<file path="config.mk">
export PLATFORM = sky130hd
export DESIGN_NAME = i2c_bus_resolver_flat
export DESIGN_NICKNAME = d
export VERILOG_FILES = /design/src/rtl/i2c_bus_pkg.sv /design/src/rtl/i2c_bus_resolver_if.sv /design/src/rtl/i2c_line_filter.sv /design/src/rtl/i2c_bus_resolver.sv /design/src/flat_wrapper.sv
export SDC_FILE = /design/constraint.sdc
export NUM_CORES = 1
export LEC_CHECK = 0
export ABC_AREA = 1
export BUFFER_PORTS_ARGS = -buffer_cell sky130_fd_sc_hd__buf_2
export CORE_MARGIN = 8
export CORE_UTILIZATION = 54
export CTS_BUF_LIST = sky130_fd_sc_hd__clkbuf_8 sky130_fd_sc_hd__clkbuf_16
export DETAILED_ROUTE_END_ITERATION = 10
export PLACE_DENSITY = 0.81
export SKIP_LAST_GASP = 1
export SLEW_MARGIN = 20
export SYNTH_ARGS = -nofsm -noshare
export SYNTH_HDL_FRONTEND = slang
export SYNTH_SLANG_ARGS = --single-unit
</file>
<file path="constraint.sdc">
create_clock -name WB_CLK_I -period 3.19 [get_ports WB_CLK_I]
set_clock_uncertainty 0.2 [all_clocks]
set_input_delay 0.638 -clock WB_CLK_I [delete_from_list [all_inputs] [get_ports WB_CLK_I]]
set_output_delay 0.638 -clock WB_CLK_I [all_outputs]
set_load 0.05 [all_outputs]
</file>
<file path="src/rtl/i2c_bus_pkg.sv">
// i2c_bus_pkg: shared bus-state type, parameter defaults and legal ranges
package i2c_bus_pkg;
   typedef enum logic {IDLE, BUSY} bus_state_t;
   localparam int NUM_DEV_DEF     = 2;
   localparam int NUM_DEV_MIN     = 1;
   localparam int NUM_DEV_MAX     = 8;
   localparam int SYNC_STAGES_DEF = 2;
   localparam int SYNC_STAGES_MIN = 2;
   localparam int SYNC_STAGES_MAX = 3;
   localparam int FILTER_LEN_DEF  = 4;
   localparam int FILTER_LEN_MIN  = 1;
   localparam int FILTER_LEN_MAX  = 15;
   localparam int TIMEOUT_CYC_DEF = 1000;
   localparam int TIMEOUT_CYC_MIN = 1;
   localparam int FILT_CNT_W      = $clog2(FILTER_LEN_MAX + 1);
   function automatic bit cfg_ok(int n, int s, int f, int t);
      return n >= NUM_DEV_MIN && n <= NUM_DEV_MAX && s >= SYNC_STAGES_MIN && s <= SYNC_STAGES_MAX &&
             f >= FILTER_LEN_MIN && f <= FILTER_LEN_MAX && t >= TIMEOUT_CYC_MIN;
   endfunction
endpackage

</file>
<file path="src/rtl/i2c_bus_resolver_if.sv">
// i2c_bus_resolver_if: device drive/enable inputs and resolved bus status
interface i2c_bus_resolver_if import i2c_bus_pkg::*; #(parameter int NUM_DEV = NUM_DEV_DEF);
   logic [NUM_DEV-1:0] DEV_SCL_O, DEV_SDA_O, DEV_SCL_OEN, DEV_SDA_OEN, ARB_CLR, ARB_LOST;
   logic SCL_PAD_I, SDA_PAD_I, SCL_FILT, SDA_FILT, START_DET, STOP_DET, BUS_BUSY, SCL_TIMEOUT;
   modport master (
      output DEV_SCL_O, DEV_SDA_O, DEV_SCL_OEN, DEV_SDA_OEN, ARB_CLR,
      input  SCL_PAD_I, SDA_PAD_I, SCL_FILT, SDA_FILT, START_DET, STOP_DET, BUS_BUSY, ARB_LOST, SCL_TIMEOUT
   );
   modport slave (
      input  DEV_SCL_O, DEV_SDA_O, DEV_SCL_OEN, DEV_SDA_OEN, ARB_CLR,
      output SCL_PAD_I, SDA_PAD_I, SCL_FILT, SDA_FILT, START_DET, STOP_DET, BUS_BUSY, ARB_LOST, SCL_TIMEOUT
   );
endinterface

</file>
<file path="src/rtl/i2c_line_filter.sv">
// i2c_line_filter: reset-to-1 synchronizer followed by a stable-for-FILTER_LEN glitch filter
module i2c_line_filter import i2c_bus_pkg::*; #(
   parameter int SYNC_STAGES = SYNC_STAGES_DEF,
   parameter int FILTER_LEN  = FILTER_LEN_DEF
) (
   input  logic clk,
   input  logic rst,
   input  logic raw,
   output logic filt
);
   logic [SYNC_STAGES-1:0] sync;
   logic [FILT_CNT_W-1:0] cnt;
   logic diff, hit;
   assign diff = sync[SYNC_STAGES-1] ^ filt;
   assign hit  = diff && cnt == FILT_CNT_W'(FILTER_LEN - 1);
   always_ff @(posedge clk or posedge rst)
      if (rst) begin
         sync <= '1;
         cnt  <= '0;
         filt <= 1'b1;
      end else begin
         sync <= {sync[SYNC_STAGES-2:0], raw};
         cnt  <= (diff && !hit) ? cnt + 1'b1 : '0;
         filt <= hit ? sync[SYNC_STAGES-1] : filt;
      end
endmodule

</file>
<file path="src/rtl/i2c_bus_resolver.sv">
// i2c_bus_resolver: wired-AND I2C bus model with filtering, START/STOP, arbitration; I2C_BUS_TIMEOUT_EN adds SCL-low timeout
module i2c_bus_resolver import i2c_bus_pkg::*; #(
   parameter int NUM_DEV     = NUM_DEV_DEF,
   parameter int SYNC_STAGES = SYNC_STAGES_DEF,
   parameter int FILTER_LEN  = FILTER_LEN_DEF,
   parameter int TIMEOUT_CYC = TIMEOUT_CYC_DEF
) (
   input logic WB_CLK_I,
   input logic WB_RST_I,
   i2c_bus_resolver_if.slave bus
);
   if (!cfg_ok(NUM_DEV, SYNC_STAGES, FILTER_LEN, TIMEOUT_CYC)) begin : g_bad_cfg
      $error("i2c_bus_resolver: parameter out of range");
   end
   logic scl_f, sda_f, scl_q, sda_q, start_c, stop_c, scl_rise;
   logic [NUM_DEV-1:0] sda_low, arb_set;
   bus_state_t state, state_nxt;
   assign bus.SCL_PAD_I = &(bus.DEV_SCL_OEN | bus.DEV_SCL_O);
   assign bus.SDA_PAD_I = &(bus.DEV_SDA_OEN | bus.DEV_SDA_O);
   i2c_line_filter #(.SYNC_STAGES(SYNC_STAGES), .FILTER_LEN(FILTER_LEN)) u_scl (
      .clk(WB_CLK_I), .rst(WB_RST_I), .raw(bus.SCL_PAD_I), .filt(scl_f));
   i2c_line_filter #(.SYNC_STAGES(SYNC_STAGES), .FILTER_LEN(FILTER_LEN)) u_sda (
      .clk(WB_CLK_I), .rst(WB_RST_I), .raw(bus.SDA_PAD_I), .filt(sda_f));
   assign bus.SCL_FILT = scl_f;
   assign bus.SDA_FILT = sda_f;
   // SCL must be high on both sides of the SDA edge, so a simultaneous SCL change masks detection
   assign start_c  = scl_q & scl_f & sda_q & ~sda_f;
   assign stop_c   = scl_q & scl_f & ~sda_q & sda_f;
   assign scl_rise = ~scl_q & scl_f;
   assign sda_low  = ~bus.DEV_SDA_OEN & ~bus.DEV_SDA_O;
   for (genvar g = 0; g < NUM_DEV; g++) begin : g_arb
      assign arb_set[g] = bus.BUS_BUSY & scl_rise & ~sda_f & ~sda_low[g] & |(sda_low & ~(NUM_DEV'(1) << g));
   end
   always_comb state_nxt = start_c ? BUSY : stop_c ? IDLE : state;
   assign bus.BUS_BUSY = state == BUSY;
   always_ff @(posedge WB_CLK_I or posedge WB_RST_I)
      if (WB_RST_I) begin
         state         <= IDLE;
         scl_q         <= 1'b1;
         sda_q         <= 1'b1;
         bus.START_DET <= 1'b0;
         bus.STOP_DET  <= 1'b0;
         bus.ARB_LOST  <= '0;
      end else begin
         state         <= state_nxt;
         scl_q         <= scl_f;
         sda_q         <= sda_f;
         bus.START_DET <= start_c;
         bus.STOP_DET  <= stop_c;
         bus.ARB_LOST  <= arb_set | (bus.ARB_LOST & ~bus.ARB_CLR);
      end
`ifdef I2C_BUS_TIMEOUT_EN
   localparam int TO_W = $clog2(TIMEOUT_CYC + 1);
   logic [TO_W-1:0] to_cnt;
   logic to_hit;
   assign to_hit = to_cnt == TO_W'(TIMEOUT_CYC);
   always_ff @(posedge WB_CLK_I or posedge WB_RST_I)
      if (WB_RST_I) begin
         to_cnt          <= '0;
         bus.SCL_TIMEOUT <= 1'b0;
      end else begin
         to_cnt          <= (scl_f || !bus.BUS_BUSY) ? '0 : to_hit ? to_cnt : to_cnt + 1'b1;
         bus.SCL_TIMEOUT <= bus.STOP_DET ? 1'b0 : to_hit | bus.SCL_TIMEOUT;
      end
`else
   assign bus.SCL_TIMEOUT = 1'b0;
`endif
endmodule

</file>
<file path="src/flat_wrapper.sv">
// flat-port wrapper written by rule: the top's interface ports become plain ports
module i2c_bus_resolver_flat import i2c_bus_pkg::*;
#(
   parameter int NUM_DEV     = NUM_DEV_DEF,
   parameter int SYNC_STAGES = SYNC_STAGES_DEF,
   parameter int FILTER_LEN  = FILTER_LEN_DEF,
   parameter int TIMEOUT_CYC = TIMEOUT_CYC_DEF
)
  (WB_CLK_I, WB_RST_I, bus_DEV_SCL_O, bus_DEV_SDA_O, bus_DEV_SCL_OEN, bus_DEV_SDA_OEN, bus_ARB_CLR, bus_SCL_PAD_I, bus_SDA_PAD_I, bus_SCL_FILT, bus_SDA_FILT, bus_START_DET, bus_STOP_DET, bus_BUS_BUSY, bus_ARB_LOST, bus_SCL_TIMEOUT);
  i2c_bus_resolver_if #(.NUM_DEV(NUM_DEV)) bus_i ();
  input logic WB_CLK_I;
  input logic WB_RST_I;
  input wire logic [$bits(bus_i.DEV_SCL_O)-1:0] bus_DEV_SCL_O;
  input wire logic [$bits(bus_i.DEV_SDA_O)-1:0] bus_DEV_SDA_O;
  input wire logic [$bits(bus_i.DEV_SCL_OEN)-1:0] bus_DEV_SCL_OEN;
  input wire logic [$bits(bus_i.DEV_SDA_OEN)-1:0] bus_DEV_SDA_OEN;
  input wire logic [$bits(bus_i.ARB_CLR)-1:0] bus_ARB_CLR;
  output wire logic [$bits(bus_i.SCL_PAD_I)-1:0] bus_SCL_PAD_I;
  output wire logic [$bits(bus_i.SDA_PAD_I)-1:0] bus_SDA_PAD_I;
  output wire logic [$bits(bus_i.SCL_FILT)-1:0] bus_SCL_FILT;
  output wire logic [$bits(bus_i.SDA_FILT)-1:0] bus_SDA_FILT;
  output wire logic [$bits(bus_i.START_DET)-1:0] bus_START_DET;
  output wire logic [$bits(bus_i.STOP_DET)-1:0] bus_STOP_DET;
  output wire logic [$bits(bus_i.BUS_BUSY)-1:0] bus_BUS_BUSY;
  output wire logic [$bits(bus_i.ARB_LOST)-1:0] bus_ARB_LOST;
  output wire logic [$bits(bus_i.SCL_TIMEOUT)-1:0] bus_SCL_TIMEOUT;
  assign bus_i.DEV_SCL_O = bus_DEV_SCL_O;
  assign bus_i.DEV_SDA_O = bus_DEV_SDA_O;
  assign bus_i.DEV_SCL_OEN = bus_DEV_SCL_OEN;
  assign bus_i.DEV_SDA_OEN = bus_DEV_SDA_OEN;
  assign bus_i.ARB_CLR = bus_ARB_CLR;
  assign bus_SCL_PAD_I = bus_i.SCL_PAD_I;
  assign bus_SDA_PAD_I = bus_i.SDA_PAD_I;
  assign bus_SCL_FILT = bus_i.SCL_FILT;
  assign bus_SDA_FILT = bus_i.SDA_FILT;
  assign bus_START_DET = bus_i.START_DET;
  assign bus_STOP_DET = bus_i.STOP_DET;
  assign bus_BUS_BUSY = bus_i.BUS_BUSY;
  assign bus_ARB_LOST = bus_i.ARB_LOST;
  assign bus_SCL_TIMEOUT = bus_i.SCL_TIMEOUT;
  i2c_bus_resolver #(.NUM_DEV(NUM_DEV), .SYNC_STAGES(SYNC_STAGES), .FILTER_LEN(FILTER_LEN), .TIMEOUT_CYC(TIMEOUT_CYC)) u_core (.WB_CLK_I(WB_CLK_I), .WB_RST_I(WB_RST_I), .bus(bus_i));
endmodule
</file>
# Word level (Yosys, flattened, before mapping)
# Index checks and enable logic that the tools add are counted.
[totals]
reg_bits = 21
output_inout_bits = 10
[classes]
n_bitwise = 27
addsub = 2
n_mux = 4
reduce_logical = 9
n_eq_ne = 2
[op_table]
columns = ["cell", "n"]
rows = [
  ["1-bit bitwise AND", 12],
  ["4-bit by 1-bit adder with 4-bit output (second input constant)", 2],
  ["4-bit by 2-bit equality test with 1-bit output (second input constant)", 2],
  ["4-bit 2-to-1 mux", 2],
  ["2-bit inverter", 3],
  ["2-bit bitwise OR", 3],
  ["1-bit inverter", 5],
  ["2-bit bitwise AND", 2],
  ["1-bit logical AND", 4],
  ["2-bit AND reduction", 2],
  ["1-bit zero test", 2],
  ["1-bit 2-to-1 mux", 2],
  ["2-bit nonzero test", 1],
  ["1-bit XOR", 2],
]

# Logic depth before layout (Yosys ltp)
[depth]
depth_word = 7
mapped_depth = 5

# Cells and area by module
# A second synthesis with hierarchy kept.
[hier_totals]
cells_unflattened = 103
area_unflattened_um2 = 925.9
[by_module_without_submodules]
columns = ["module", "seq_area_each_um2", "area_each_um2", "n_inst", "cells_each"]
rows = [
  ["i2c_line_filter", 178.9, 299.0, 2, 30],
  ["i2c_bus_resolver", 177.7, 327.8, 1, 43],
]

# Worst setup path after synthesis
# Ideal clock, no wire load.
[synth_path]
kind = "input to output"
from = "in bus_DEV_SDA_O[1]"
to = "out bus_SDA_PAD_I"
required_ps = 2352
n_path_buf = 0
stages = 2
t_arrival_ps = 1365
setup_slack_ps = 987
cell_sequence = "nor2_1 nor2_1"
[synth_via]
elab_chain_cells = 2
[synth_rtl]
columns = ["item", "line", "text"]
rows = [
  ["start, declared", "flat_wrapper.sv:14", "input wire logic [$bits(bus_i.DEV_SDA_O)-1:0] bus_DEV_SDA_O;"],
  ["2-bit bitwise OR", "i2c_bus_resolver.sv:19", "assign bus.SDA_PAD_I = &(bus.DEV_SDA_OEN | bus.DEV_SDA_O);"],
  ["2-bit AND reduction", "i2c_bus_resolver.sv:19", ""],
  ["end, declared", "flat_wrapper.sv:19", "output wire logic [$bits(bus_i.SDA_PAD_I)-1:0] bus_SDA_PAD_I;"],
]
# No other way between the ends.

# Final worst setup path
[layout_path]
from = "in bus_DEV_SDA_OEN[1]"
to = "out bus_SDA_PAD_I"
[layout_via]
elab_chain_cells = 2
[layout_rtl]
columns = ["item", "line", "text"]
rows = [
  ["start, declared", "flat_wrapper.sv:16", "input wire logic [$bits(bus_i.DEV_SDA_OEN)-1:0] bus_DEV_SDA_OEN;"],
  ["2-bit bitwise OR", "i2c_bus_resolver.sv:19", ""],
  ["2-bit AND reduction", "i2c_bus_resolver.sv:19", ""],
]
# No other way between the ends.

==> implementation parameters <==
Parameter                              Value

Logic synthesis
  Mean cell area of the mapped netlist ... 8.88 um^2
  Number of synthesized register bits ... 21
  Number of nets in the synthesized netlist ... 114
  Instance count of the mapped netlist ... 100
  Sequential cell area fraction in the yosys report ... 60.3%
  Cell variety after synth ... 15
  Netlist Area Pre-Place ... 888 um^2
  Yosys warns ... 0

Floorplan
  Core Region ... 1520 um^2
  Die outline height ... 56.6 um
  Top-Level Pins ... 22
  Initial Util ... 58.3%
  Die width ... 56.6 um
  Die area ... 3200 um^2
  Number of rows created at floorplan ... 14

Placement
  DP Cell Count ... 135
  Post-Place Setup Slack ... 1.17 ns
  Routability congestion estimate from global placement ... 0.681
  Number of buffers added on ports ... 20
  Post-detailed-placement half-perimeter wirelength ... 1160 um

Clock network
  Clock buffer count from CTS ... 3
  Count of clock tree sinks ... 21
  TritonCTS clock tree ... yes
  Longest Clk Path Bufs ... 2
  Clock Pin Slew Worst Setup and Hold Paths ... 0.07 ns
  Clock root buffer ... clkbuf_8
  Depth of the CTS H-tree ... 1
  Post-CTS Setup Bufs ... 0
  Post_cts resized ... 0
  Clock latency on the worst-skew pair ... 0.25 ns
  Count of hold buffers inserted by post-cts repair ... 0

Drt
  Detailed-route wire length per cell ... 10.3 um
  Detailed Route WL ... 1430 um
  Routed Antenna Nets ... 0
  Overall via count from detail_route ... 674
  Per-cell via count in the routed design ... 4.85
  Count of TritonRoute iterations in the first routing pass ... 4
  DRC ... 0
  Iteration-0 DRC count of the detailed router ... 7

Finish
  Final standard cell count with taps included and fillers excluded ... 139
  Number of nets at the end of the flow ... 138
  Most common cell after layout, fill and taps aside ... nand2_1
  Ant. Diodes ... 0
  Seq. cell area ... 536 um^2
  Fillcell total ... 123
  Multi-input gate area ... 278 um^2
  Commonest non-fill, non-tap cells in the layout ... 28 x nand2_1, 20 x buf_2, 19 x inv_1, 17 x nor2_1, 13 x dfrtp_1
  Area growth, synth to finish ... 17.7%
  Proportion of layout cells with a drive suffix above 1 ... 26.8%

Min path
  End point of the most critical hold path ... u_core.u_scl.sync[1]$_DFF_PP1_
  Count of cells along the worst hold path ... 0
  Startpoint of the worst hold path ... u_core.u_scl.sync[0]$_DFF_PP1_
  Kind of path behind the tightest hold check ... flop to flop

Power
  Lkg Pwr ... 0.000589 uW
  Power per standard cell area ... 793 nW/um^2
  Tot Pwr ... 830 uW
  Peak VDD IR ... 0.000542 V

Setup path
  Register-to-register setup slack ... 1.94 ns
  Nature of the critical path endpoint ... output port
  Endpoint required time on the critical path ... 2.35 ns
  Crit-path cells ... buf_2 -> nor2_1 -> nor2_1 -> buf_2
  CP arrival ... 1.18 ns
  Slowest cell on the critical path ... buf_2
  Critical Path Max Stage Delay ... 0.28 ns
  Endpoint of the most critical register-to-register path ... u_core.u_sda.cnt[3]$_DFF_PP0_
  Startpoint of the worst-slack reg-to-reg timing path ... u_core.u_sda.cnt[0]$_DFF_PP0_
  Type of the worst setup path ... input port to output port
  Crit Path Max Fanout ... 2
  Startpoint class of the critical path ... input port
  Worst r2r path cells ... 4

Timing
  RSZ-0062 raised after global routing ... false
  Final count of negative-setup-slack endpoints ... 0
  Final Hold Viols ... 0
  Portion of the clock cycle consumed by the worst path in the final layout ... 63.3%
  Measured slew at the worst slew-check pin ... 0.742 ns
  Worst hold slack ... 0.158 ns
  Highest clock frequency the design can meet ... 495 MHz
  Setup tns final ... 0 ns
  Final period demand of the worst path ... 2.02 ns
  Worst slew margin relative to its limit ... 50.5%
  Min setup slack post-route ... 1.17 ns
  Slew Viols, Final ... 0

Global route
  First-pass GRT wire length ... 2480 um
  Vias in the first global route ... 670
  Initial antenna violation count ... 0
  GRT Overall Usage ... 9.29%
  Maximum number of pins on one net before global-route repair ... 22
  Total global routing overflow ... 0

Job
  Number of maximum-capacitance constraint violations ... 0

Run status
  Run status ... completed
cell families after synthesis:
| family | count (synthesis) | synth area share (%) |
|---|---|---|
| AO/OA/AOI/OAI | 4 | 2.68 |
| other | 1 | 0.422 |
| XOR/XNOR | 2 | 1.97 |
| adder cells (fa/ha/maj) | 2 | 2.82 |
| flip-flops | 21 | 60.3 |
| AND/OR/NAND/NOR | 51 | 23.4 |
| buffers and inverters | 19 | 8.45 |
sequential cells by signal (all words and copies together) (netlist names):
name / count
u_core.u_scl.cnt: 4
u_core.u_scl.sync: 2
u_core.u_sda.cnt: 4
u_core.bus.ARB_LOST: 2
u_core.sda_q: 1
u_core.u_scl.filt: 1
u_core.u_sda.sync: 2
u_core.scl_q: 1
u_core.bus.STOP_DET: 1
u_core.bus.START_DET: 1
u_core.bus.BUS_BUSY: 1
u_core.u_sda.filt: 1
area by class of cell:
class	instances	share of cell area, %
sequential	21	51.2
multi-input combinational	60	26.6
timing repair buffer	20	9.57
inverter	18	6.46
clock buffer	3	3.95
tap	16	1.91
clock inverter	1	0.359
Yosys cell counts (all sizes together):
master	n	share of area, %
dfstp	8	24
nand3	2	1.1
ha	2	2.8
xnor2	2	2.0
nand4	2	1.4
inv	18	7.6
nor3	1	1.1
o22a	1	0.99
o21ai	3	1.7
nand2	29	13
buf	1	0.85
dfrtp	13	37
conb	1	0.42
nor2	17	7.2
critical path: cells and delay by family:
family                 cells  cell delay [ns]
buffers and inverters      2             0.37
AND/OR/NAND/NOR            2             0.17
report_power, final:
group | total (uW) | leakage [uW] | switching, uW | internal, uW
combinational | 256 | 0.000303 | 181 | 74.6
clock | 163 | 0.0000269 | 77.6 | 85.4
sequential | 411 | 0.000259 | 60.5 | 350
metrics by stage:
step / area, um^2 / util (%)
final: 1050 / 68.6
after floorplan: 888 / -
after global placement: 1000 / 65.7
after CTS: 1050 / 68.6
after global routing: 1050 / 68.6
after detailed placement: 1000 / 65.7
per-layer routing:
| layer | global-route usage, % | share of wire (%) |
|---|---|---|
| met1 | 11.4 | 51 |
| met3 | 3.82 | 6.9 |
| met2 | 14.1 | 42 |
| met5 | 0 | 0 |
| met4 | 3.44 | 0 |
worst max path at each step:
stage,to,startpoint,slack [ns],cells after the start
after detailed placement,bus_SDA_PAD_I,bus_DEV_SDA_OEN[1],1.17,4
final,bus_SDA_PAD_I,bus_DEV_SDA_OEN[1],1.17,4
after CTS,bus_SDA_PAD_I,bus_DEV_SDA_OEN[1],1.17,4
after floorplan,bus_SDA_PAD_I,bus_DEV_SDA_O[1],0.99,2
after global routing,bus_SDA_PAD_I,bus_DEV_SDA_OEN[1],1.10,4
after global placement,bus_SDA_PAD_I,bus_DEV_SDA_O[1],1.18,4
(Power assumes the default switching activity.)
